File: config.mk
export PLATFORM = sky130hd
export DESIGN_NAME = vecreg_arbiter
export DESIGN_NICKNAME = d
export VERILOG_FILES = /design/src/rtl/vecreg_arbiter.sv
export SDC_FILE = /design/constraint.sdc
export NUM_CORES = 1
export LEC_CHECK = 0
export ABC_AREA = 1
export CAP_MARGIN = 20
export CORE_MARGIN = 2
export CORE_UTILIZATION = 26
export DETAILED_ROUTE_END_ITERATION = 10
export PLACE_DENSITY = 0.6
export RECOVER_POWER = 25
export SLEW_MARGIN = 20
export SYNTH_ARGS = -nofsm -noshare
export SYNTH_HDL_FRONTEND = slang
export SYNTH_SLANG_ARGS = --single-unit
File: constraint.sdc
create_clock -name clk -period 4.2 [get_ports clk]
set_input_delay 0.84 -clock clk [delete_from_list [all_inputs] [get_ports clk]]
set_output_delay 0.84 -clock clk [all_outputs]
set_load 0.01 [all_outputs]
File: src/rtl/vecreg_arbiter.sv
// vecreg_arbiter: owns the N-bit activation register and shares it between
// input (req0) and feedback (req1) requesters, holding each load for at
// least HOLD_CYCLES cycles until the downstream ready handshake releases it.
// Ports: clk, rst (async, active-low), req0_valid/req0_vec/req0_ready,
// req1_valid/req1_vec/req1_ready, vec_q, vec_valid, vec_ready,
// grant_id, busy.
// Option: define VECREG_FIXED_PRIO_EN for fixed req0 priority on ties;
// the default build uses round-robin.
module vecreg_arbiter #(
  parameter int N           = 16,
  parameter int HOLD_CYCLES = 4
) (
  input  logic         clk,
  input  logic         rst,
  input  logic         req0_valid,
  input  logic [N-1:0] req0_vec,
  output logic         req0_ready,
  input  logic         req1_valid,
  input  logic [N-1:0] req1_vec,
  output logic         req1_ready,
  output logic [N-1:0] vec_q,
  output logic         vec_valid,
  input  logic         vec_ready,
  output logic         grant_id,
  output logic         busy
);

  typedef enum logic {
    IDLE = 1'b0,
    HOLD = 1'b1
  } state_e;

  localparam logic [7:0] CNT_INIT = 8'(HOLD_CYCLES - 1);

  state_e     state_q;
  logic [7:0] cnt_q;
  logic       last_q;
  logic       idle;
  logic       pick1;

  assign idle = (state_q == IDLE);

`ifdef VECREG_FIXED_PRIO_EN
  // req0 always wins a tie; last_q is tracked but not consulted.
  assign pick1 = req1_valid & ~req0_valid;
`else
  // On a tie, req1 wins only if req0 took the previous grant.
  assign pick1 = req1_valid & (~req0_valid | ~last_q);
`endif

  // Readys are masked by rst so they read 0 while reset is held.
  assign req0_ready = rst & idle & req0_valid & ~pick1;
  assign req1_ready = rst & idle & pick1;

  assign vec_valid = ~idle;
  assign busy      = ~idle;

  always_ff @(posedge clk or negedge rst) begin
    if (!rst) begin
      state_q  <= IDLE;
      vec_q    <= '0;
      grant_id <= 1'b0;
      last_q   <= 1'b1;
      cnt_q    <= '0;
    end else begin
      unique case (state_q)
        IDLE: begin
          if (req0_ready | req1_ready) begin
            vec_q    <= pick1 ? req1_vec : req0_vec;
            grant_id <= pick1;
            last_q   <= pick1;
            cnt_q    <= CNT_INIT;
            state_q  <= HOLD;
          end
        end
        HOLD: begin
          // vec_ready is ignored until the minimum hold has elapsed.
          if (cnt_q == 8'd0) begin
            if (vec_ready) state_q <= IDLE;
          end else begin
            cnt_q <= cnt_q - 8'd1;
          end
        end
        default: state_q <= IDLE;
      endcase
    end
  end

endmodule

==> impl_metrics.py <==
metrics = {
    "power_and_ir_drop": {
        "power_density_nw_per_um2": 533.4,
        "ir_drop_uv": 207.6,
        "power.leakage_nw": 1.118,
        "p_int_mw": 0.7267,
        "pwr-share-seq_pct": 40.5,
        "switchingPower_mw": 0.4466,
        "pwr-share-clk_pct": 12.6,
        "comb_power_share_pct": 46.9,
        "total_power_mw": 1.173,
        "netSwitchingFraction_pct": 38.06,
    },
    "sta": {
        "period_share_pct": 81.94,
        "fin_hold_ws_ps": 476.2,
        "final.setup.tns_ps": 0,
        "max_clock_freq_mhz": 290.6,
        "timing.final.crit_period_ps": 3441,
        "tightestPinTransition_ps": 546.9,
        "rsz0062_at_grt": "false",
        "slew_viol_final": 0,
        "finalSetupViolCount": 0,
        "hold_viol": 0,
        "maxSlewHeadroom_pct": 63.54,
        "layout_setup_ws_ps": 758.7,
        "skew_ps": 1.682,
    },
    "synthesis": {
        "syn_nets": 252,
        "synth_top_area_share_pct": 42.48,
        "netlist_area_um2": 1531,
        "yosysWarnings": 0,
        "synth_compound_area_share_pct": 1.307,
        "synth.area.top_cells": "dfrtp_1, nand2_1, nor2_1",
        "yosys.area_share.adder_pct": 1.634,
        "synth.mux.area_fraction_pct": 0,
        "synthCells": 213,
        "synth.distinct_cells": 24,
        "ys_ff_latch": 27,
        "yosysSeqAreaShare_pct": 44.20,
        "synth_xor_area_share_pct": 1.716,
        "synth_top_family_by_area": "simple AND/OR/NAND/NOR gates",
        "synth_top_area_cell": "dfrtp_1",
        "avgSynthCellArea_um2": 7.190,
        "yosys.area_share.simple_pct": 44.36,
    },
    "detailed_routing": {
        "drt_iter0_drc": 105,
        "routed-wl-met2_mm": 1.959,
        "num_vias": 1427,
        "dr.pass1.iters": 4,
        "drtAntennaViolNets": 0,
        "wl_met1_mm": 1.686,
        "maxUsedRoutingLayer": "met4",
        "wire_per_inst_um": 11.23,
        "routed_wirelength_mm": 3.841,
        "via_per_inst": 4.173,
        "routed-wl-met3_um": 170,
        "drc": 0,
    },
    "floorplan": {
        "core_um2": 5608,
        "die_w_um": 80.75,
        "die_h_um": 80.75,
        "die-area_um2": 6521,
        "initial_core_util_pct": 27.31,
        "rows": 27,
        "ios": 58,
    },
    "finish": {
        "syn_to_final_growth_pct": 43.63,
        "design_area_um2": 2200,
        "fin_util_pct": 39.22,
        "finalNetCount": 310,
        "num_antenna_cells": 0,
        "drive_above_1_share_pct": 7.407,
        "stdcell_count": 342,
        "fillers": 606,
    },
    "worst_setup_path": {
        "crit_fanout": 18,
        "critPathKind": "primary input to primary output",
        "crit_arrival_ps": 2600,
        "cp-start-kind": "primary input",
        "setup.worst_path.end_class": "primary output",
        "required_ps": 3360,
    },
    "cts": {
        "cts_hold_buf": 0,
        "clk_pin_slew_worst_paths_ps": 90,
        "cts.sinks": 27,
        "tritoncts": "yes",
        "postCtsResizedCells": 0,
        "clockBufferDepth": 2,
        "clkLatencyLatePin_ps": 270,
        "cts_buffers": 3,
        "h-tree-depth": 1,
        "post-cts-setup-buffer-count": 0,
        "cts_root_buf": "clkbuf_8",
    },
    "placement": {
        "placed_cell_area_um2": 2157,
        "port_buffers": 57,
        "dp.cells": 338,
        "gp_congestion": 0.8044,
        "dp_slack_ps": 737.2,
        "hpwlAfterDp_mm": 2.888,
    },
    "global_route": {
        "first_global_vias": 1446,
        "grt_use_total_pct": 13.37,
        "antenna_found_initial": 0,
        "grt-ovfl-total": 0,
        "grt_pass1_wl_mm": 6.782,
        "grt_max_degree": 26,
    },
    "outcome": {
        "outcome": "finished, final reports clean",
    },
    "min_path": {
        "hp-class": "flip-flop to flip-flop",
    },
    "run": {
        "cap_violations": 0,
    },
}
placed cells by master, fill, tap and decap left out, drive strengths merged, types with 2 or more instances in the layout:
cell	count
inv	13
nand4	3
nor2	19
ha	2
nand3	9
nand2	128
dfrtp	26
clkbuf	4
xor2	3
clkdlybuf4s50	56
worst max-delay path, cell delays in order:
cell and delay, ps:
clkdlybuf4s50_1 500, nand2_1 90, nand2_4 200, inv_2 200, nor2_4 200, clkdlybuf4s50_1 570
state kept, by name, indices dropped and copies added, names as in the netlist:
name and flops:
grant_id 1, last_q 1, busy 1, vec_q 16, cnt_q 8
Yosys cell counts:
cell        n
buf_6       1
nand3_1     8
o21ai_0     1
o21bai_1    1
inv_1      10
nor2_4      2
nor2_1     16
nand3_2     1
inv_6       1
dfrtp_1    26
xor2_1      3
clkbuf_1    1
buf_2       1
dfstp_2     1
ha_1        2
nand2_1   121
nand4_1     3
buf_8       1
o211ai_1    1
buf_4       2
nand2_2     5
nor2_8      1
inv_2       2
nand2_4     2
cell type report:
| cell class | instances | area (um^2) | share of cell area, % |
|---|---|---|---|
| inverter | 13 | 53.80 | 2.446 |
| timing repair buffer | 59 | 581.8 | 26.45 |
| clock inverter | 1 | 5.005 | 0.2275 |
| multi-input combinational | 167 | 750.7 | 34.13 |
| clock buffer | 3 | 41.29 | 1.877 |
| tap | 72 | 90.09 | 4.096 |
| sequential | 27 | 676.9 | 30.77 |
metal layers:
metal	track usage (%)	vias up
met4	3.051	0
li1	-	761
met3	2.444	2
met5	0	-
met2	23.67	28
met1	16.97	636
cells by family after synthesis:
group,count (synthesis)
flops,27
simple gates,159
xor+xnor,3
buf+inv,19
compound gates,3
fa+ha+maj,2
power by group through the flow:
| stage | Clock, mW | Sequential, mW | Combinational, mW |
|---|---|---|---|
| final | 0.148 | 0.475 | 0.550 |
| after global routing | 0.165 | 0.494 | 0.634 |
| after CTS | 0.152 | 0.478 | 0.560 |
| after detailed placement | 0 | 0.479 | 0.560 |
| after global placement | 0 | 0.480 | 0.550 |
| after floorplan | 0 | 0.493 | 0.287 |
path summary, 6_finish.rpt:
kind	start	endpoint	slack, ps	cells after the start
max	req0_valid	req0_ready	760	6
max reg2reg	last_q$_DFFE_PN1P_	cnt_q[1]$_DFFE_PN0P_	2400	8
min	last_q$_DFFE_PN1P_	last_q$_DFFE_PN1P_	480	2
min in group asynchronous	rst	cnt_q[4]$_DFFE_PN0P_	1080	2
max in group asynchronous	rst	vec_q[3]$_DFFE_PN0P_	2680	2
min reg2reg	last_q$_DFFE_PN1P_	last_q$_DFFE_PN1P_	480	2
No activity file was read; power rests on OpenSTA's default activity.
==> RTL edit 1 (config.mk and constraints unchanged) <==
Reset style: synchronous (`rst`), changed in one clocked block. Comments in the files are not updated.
--- a/src/rtl/vecreg_arbiter.sv
+++ b/src/rtl/vecreg_arbiter.sv
@@ -56,5 +56,5 @@
   assign busy      = ~idle;
 
-  always_ff @(posedge clk or negedge rst) begin
+  always_ff @(posedge clk) begin
     if (!rst) begin
       state_q  <= IDLE;
Function: differs if rst is asserted again (counterexample within 4 cycles, from zero or initial values and one cycle with rst low); with rst held inactive, the same outputs for 10 cycles.
==> RTL edit 1 against the original RTL <==
Clock skew increased by 0.0014 ns. Die area fell by 10%. Core utilization grew 0.54 points. Critical endpoint is now req1_ready. Setup slack improved by 0.022 ns. Sequential cell count unchanged. Synthesized area down 11%. Largest cell class unchanged. Cell area shrank 8.2%. Routed wire length decreased by 10%.
Power is not compared: it rests on default switching activity, and its combinational part moved more than twofold at a synthesized area within 25%.
==> RTL edit 1: results (changes against the original RTL) <==
Global Route Usage Sum=12.00% (was 13.37%); worst r2r src=last_q$_SDFFE_PN1P_ (was last_q$_DFFE_PN1P_); post-synthesis sequential area ratio=39.60% (was 44.20%); vias in the first global route=1296 (was 1446); Flop pwr share=43.2%; M2 GR Usage=21.50% (was 23.67%); HP Class=reg -> reg (unchanged); worst-margin pin slew=0.4627 ns (was 0.5469 ns); CTS root buffer=clkbuf_8 (unchanged); syn nets=247 (was 252); Post-CTS Setup Inserts=0 (unchanged); DP Area=1979 sq um (was 2157 sq um); vias per inst=4.163 (was 4.173); # H-tree levels=1 (unchanged); outcome=completed (unchanged); Synth Instances=208 (was 213); gpl congestion=0.7808 (was 0.8044); Critical Path Slowest Stage Cell=clkdlybuf4s50_1 (unchanged); Ys Warns=0 (unchanged); Top Layer Used=met4 (unchanged); ANT cells=0 (unchanged); max incr delay on CP=0.63 ns (was 0.57 ns); port buffer count=57 (unchanged); layout cells sized above 1=6.489% (was 7.407%); met1 global-route usage=14.49% (was 16.97%); Initial DRC Count=62 (was 105); FF-to-FF setup slack=2.57 ns (was 2.40 ns); met2 WL post-DR=1681 um (was 1959 um); nets@finish=302 (was 310); DR pass1 iterations=4 (unchanged); first-pass GRT wire length=5720 um (was 6782 um); Crit path max-delay family=buffers and inverters (unchanged); Total Wirelength=3457 um (was 3841 um); crit-path max FO=18 (unchanged); Post-DP HPWL=2596 um (was 2888 um); Post-synth top cells=nand2_1 (64), nor2_1 (52), dfxtp_1 (27) (was nand2_1 (121), dfrtp_1 (26), nor2_1 (16)); async set or reset register ratio after synthesis=0% (was 100.0%); met3 Track Usage GR=2.488% (was 2.444%); initial antenna violation count=0 (unchanged); Clock Skew=0.003092 ns (was 0.001682 ns); Hold Path Origin=grant_id$_SDFFE_PN0P_ (was last_q$_DFFE_PN1P_); Final Non-Filler Cells=332 (was 342); Reg-to-Reg End=cnt_q[5]$_SDFFE_PN0P_ (was cnt_q[1]$_DFFE_PN0P_); largest cells by area after synthesis=dfxtp_1 (40%), nand2_1 (18%), nor2_1 (14%) (was dfrtp_1 (42%), nand2_1 (30%), nor2_1 (3.9%)); clock buffer depth=2 (unchanged); Clock Latency Late Sink=0.27 ns (about the same); CTS clk-pin slew, worst paths=0.09 ns (about the same); wire length on met1=1589 um (was 1686 um); Worst Path Arrival=2.58 ns (was 2.60 ns); worst hold slack=0.4724 ns (was 0.4762 ns); largest net degree at the start of global routing=22 (was 26); count of cell types in the netlist=24 (unchanged); end of the worst hold path=grant_id$_SDFFE_PN0P_ (was last_q$_DFFE_PN1P_); Routed met3 length=146 um (was 170 um)
-- RTL edit 1: cell types whose count changed after synthesis, moves of 5 or more --
cell / before / now
nand2_1: 121 / 64
nor2_1: 16 / 52
dfxtp_1: 0 / 27
dfrtp_1: 26 / 0
o21ai_0: 1 / 16
a21oi_1: 0 / 6
nand2_2: 5 / 0
-- RTL edit 1: per-stage QoR --
stage               setup WS, ns  power, mW  util, %
floorplan                  1.935     0.4966        -
finish                    0.7808     0.7355    39.77
global placement          0.8917     0.5974    39.00
detailed placement        0.8560     0.5999    39.00
global route              0.6784     0.7934    39.77
CTS                       0.8499     0.7505    39.92
-- RTL edit 1: worst max path at each step --
stage / from / endpoint / slack (ns) / cells past startpoint
6_report: req0_valid / req1_ready / 0.78 / 5
5_1_grt: req0_valid / req1_ready / 0.68 / 5
4_1_cts: req0_valid / req0_ready / 0.85 / 6
3_5_place_dp: req0_valid / req0_ready / 0.86 / 6
3_3_place_gp: req0_valid / req0_ready / 0.89 / 6
2_1_floorplan: req0_valid / req0_ready / 1.94 / 5
-- RTL edit 1: final cells by class --
| type | instances | area, sq um |
|---|---|---|
| tap | 70 | 87.58 |
| multi-input combinational | 162 | 721.9 |
| timing repair buffer | 58 | 578.1 |
| clock inverter | 1 | 5.005 |
| clock buffer | 3 | 41.29 |
| sequential | 27 | 540.5 |
| inverter | 11 | 43.79 |
| fill | 560 | 3057 |
-- RTL edit 1: logic make-up (layout without fill, tap and decap cells) --
kind of cell               Yosys count  in the layout  synth area share (%)
DFF                                 27             27                 39.60
AOI/OAI and AO/OA                   25             25                 9.441
buffers and inverters               19             73                 6.967
adders and majority gates            2              2                 1.833
and+or+nand+nor                    135            135                 42.16
==> RTL edit 2 (same settings) <==
Made on the original files. The parameter `N` goes from 16 to 17.
--- a/src/rtl/vecreg_arbiter.sv
+++ b/src/rtl/vecreg_arbiter.sv
@@ -8,5 +8,5 @@
 // the default build uses round-robin.
 module vecreg_arbiter #(
-  parameter int N           = 16,
+  parameter int N           = 17,
   parameter int HOLD_CYCLES = 4
 ) (
Interface: changed (resized req0_vec, req1_vec and vec_q); port bits go from 58 to 61. The function was not compared with the original's and may differ.
==> RTL edit 2 against the original RTL <==
Die area up 4.1%. Sequential share of layout area down 0.50 points. Worst hold slack about the same. Total power up 8.4%. Clock power up 43%. Sequential cell count up 1. Synthesized cell count up 3.3%. Routed wire length down 0.21%. Setup slack better by 0.072 ns. Fmax up 2.1%. Critical path depth unchanged. Synthesized area up 4.3%. Clock skew about the same. Cell area up 5.4%. Critical path type unchanged. Largest power group unchanged.
==> RTL edit 2: results (changes against the original RTL) <==
outcome=completed (unchanged); Ys Warns=0 (unchanged); # setup viols final=0 (unchanged); buffering overhead=26.39% (was 26.45%); Num CTS Buffers=3 (unchanged); FF-to-FF setup slack=2.42 ns (was 2.40 ns); Clock Skew=0.002000 ns (was 0.001682 ns); post-synthesis sequential area ratio=43.93% (was 44.20%); Clock Latency Late Sink=0.27 ns (about the same); CTS clk-pin slew, worst paths=0.09 ns (about the same); Sw Ratio=36.08% (was 38.06%); Non-CTS buffers=62 (was 59); Slew Viols, Final=0 (unchanged); DP Area=2251 sq um (was 2157 sq um); Worst Path Arrival=2.53 ns (was 2.60 ns); Total Wirelength=3833 um (was 3841 um); slew margin rel.=40.97% (was 63.54%); fmax=296.8 MHz (was 290.6 MHz); Via Count=1469 (was 1427); power density cells=548.8 nW/um^2 (was 533.4 nW/um^2); WL/cell=10.80 um (was 11.23 um); inverters=13 (unchanged); async set or reset register ratio after synthesis=100.0% (unchanged); Post-DP HPWL=2959 um (was 2888 um); crit-path max FO=19 (was 18); largest cells by area after synthesis=dfrtp_1 (42%), nand2_1 (28%), nand2_2 (4.7%) (was dfrtp_1 (42%), nand2_1 (30%), nor2_1 (3.9%)); Seq area share=30.28% (was 30.77%); nets@finish=322 (was 310); first-pass GRT wire length=6527 um (was 6782 um); vias in the first global route=1397 (was 1446); CTS root buffer=clkbuf_8 (unchanged); Layout fillers=612 (was 606); top flop regs=vec_q (17), cnt_q (8) (was vec_q (16), cnt_q (8)); Placed Instances=351 (was 338); maximum vdd drop=0.2326 mV (was 0.2076 mV); Layout clock area frac=3.076% (was 2.105%); Global Route Usage Sum=12.49% (was 13.37%); Initial DRC Count=87 (was 105); DR pass1 iterations=5 (was 4); clock buffer depth=2 (unchanged); worst hold slack=0.4759 ns (was 0.4762 ns); cts repair resizes=0 (unchanged); leakage power=1.173 nW (was 1.118 nW); sequential cell count=28 (was 27); syn nets=261 (was 252); port buffer count=60 (was 57); Post-synth top cells=nand2_1 (121), dfrtp_1 (27), nor2_1 (16) (was nand2_1 (121), dfrtp_1 (26), nor2_1 (16)); syn_area_per_cell=7.263 sq um (was 7.190 sq um); gpl congestion=0.8017 (was 0.8044); # H-tree levels=1 (unchanged); Area Growth Syn to Fin=45.11% (was 43.63%); Multi-input comb cells=173 (was 167); multi-input combinational area share=33.78% (was 34.13%); initial antenna violation count=0 (unchanged); layout cells sized above 1=9.286% (was 7.407%); ANT cells=0 (unchanged); count of cell types in the netlist=24 (unchanged); pre-CTS setup slack=0.7937 ns (was 0.7372 ns); largest net degree at the start of global routing=27 (was 26)
-- RTL edit 2: cell types whose count changed in the layout (fill, tap and decap cells not counted) --
cell	unedited run	this run
dfrtp_1	26	27
o21ai_1	0	1
nand2_4	2	1
o21ai_0	1	0
clkdlybuf4s50_1	56	59
bufinv_16	0	1
nand2_2	5	12
clkinv_2	1	0
inv_4	0	1
inv_2	2	1
-- RTL edit 2: per-layer routing --
layer	global-route usage, %	part of all wire (%)	vias to the layer above
li1	-	-	785
met1	16.93	45	640
met2	19.68	47	39
met3	1.848	4.9	5
met4	5.500	2.1	0
met5	0	0	-
-- RTL edit 2: power by group through the flow --
stage	logic (mW)	registers (mW)	clock network, mW
after floorplan	0.297	0.511	0
after global placement	0.572	0.492	0
after detailed placement	0.584	0.490	0
after CTS	0.583	0.490	0.217
after global routing	0.658	0.510	0.231
final	0.574	0.488	0.211
-- RTL edit 2: critical path, cell delays in order --
cell,delay [ns]
clkdlybuf4s50_1,0.50
nand2_1,0.10
nand2_4,0.21
inv_4,0.14
nor2_4,0.18
clkdlybuf4s50_1,0.56
-- RTL edit 2: cell families after synthesis --
group                      synth area share [%]
AOI/OAI and AO/OA                         1.253
xor gates and xnor gates                  1.645
adders and majority gates                 1.566
buffers and inverters                     7.048
DFF                                       43.93
and+or+nand+nor                           44.56
-- RTL edit 2: final timing paths --
check / from / end / cells after the start
hold / removal: last_q$_DFFE_PN1P_ / last_q$_DFFE_PN1P_ / 2
setup reg to reg: last_q$_DFFE_PN1P_ / cnt_q[0]$_DFFE_PN0P_ / 7
hold reg to reg: last_q$_DFFE_PN1P_ / last_q$_DFFE_PN1P_ / 2
min in group asynchronous: rst / vec_q[13]$_DFFE_PN0P_ / 2
setup / recovery: req0_valid / req0_ready / 6
max in group asynchronous: rst / cnt_q[0]$_DFFE_PN0P_ / 3
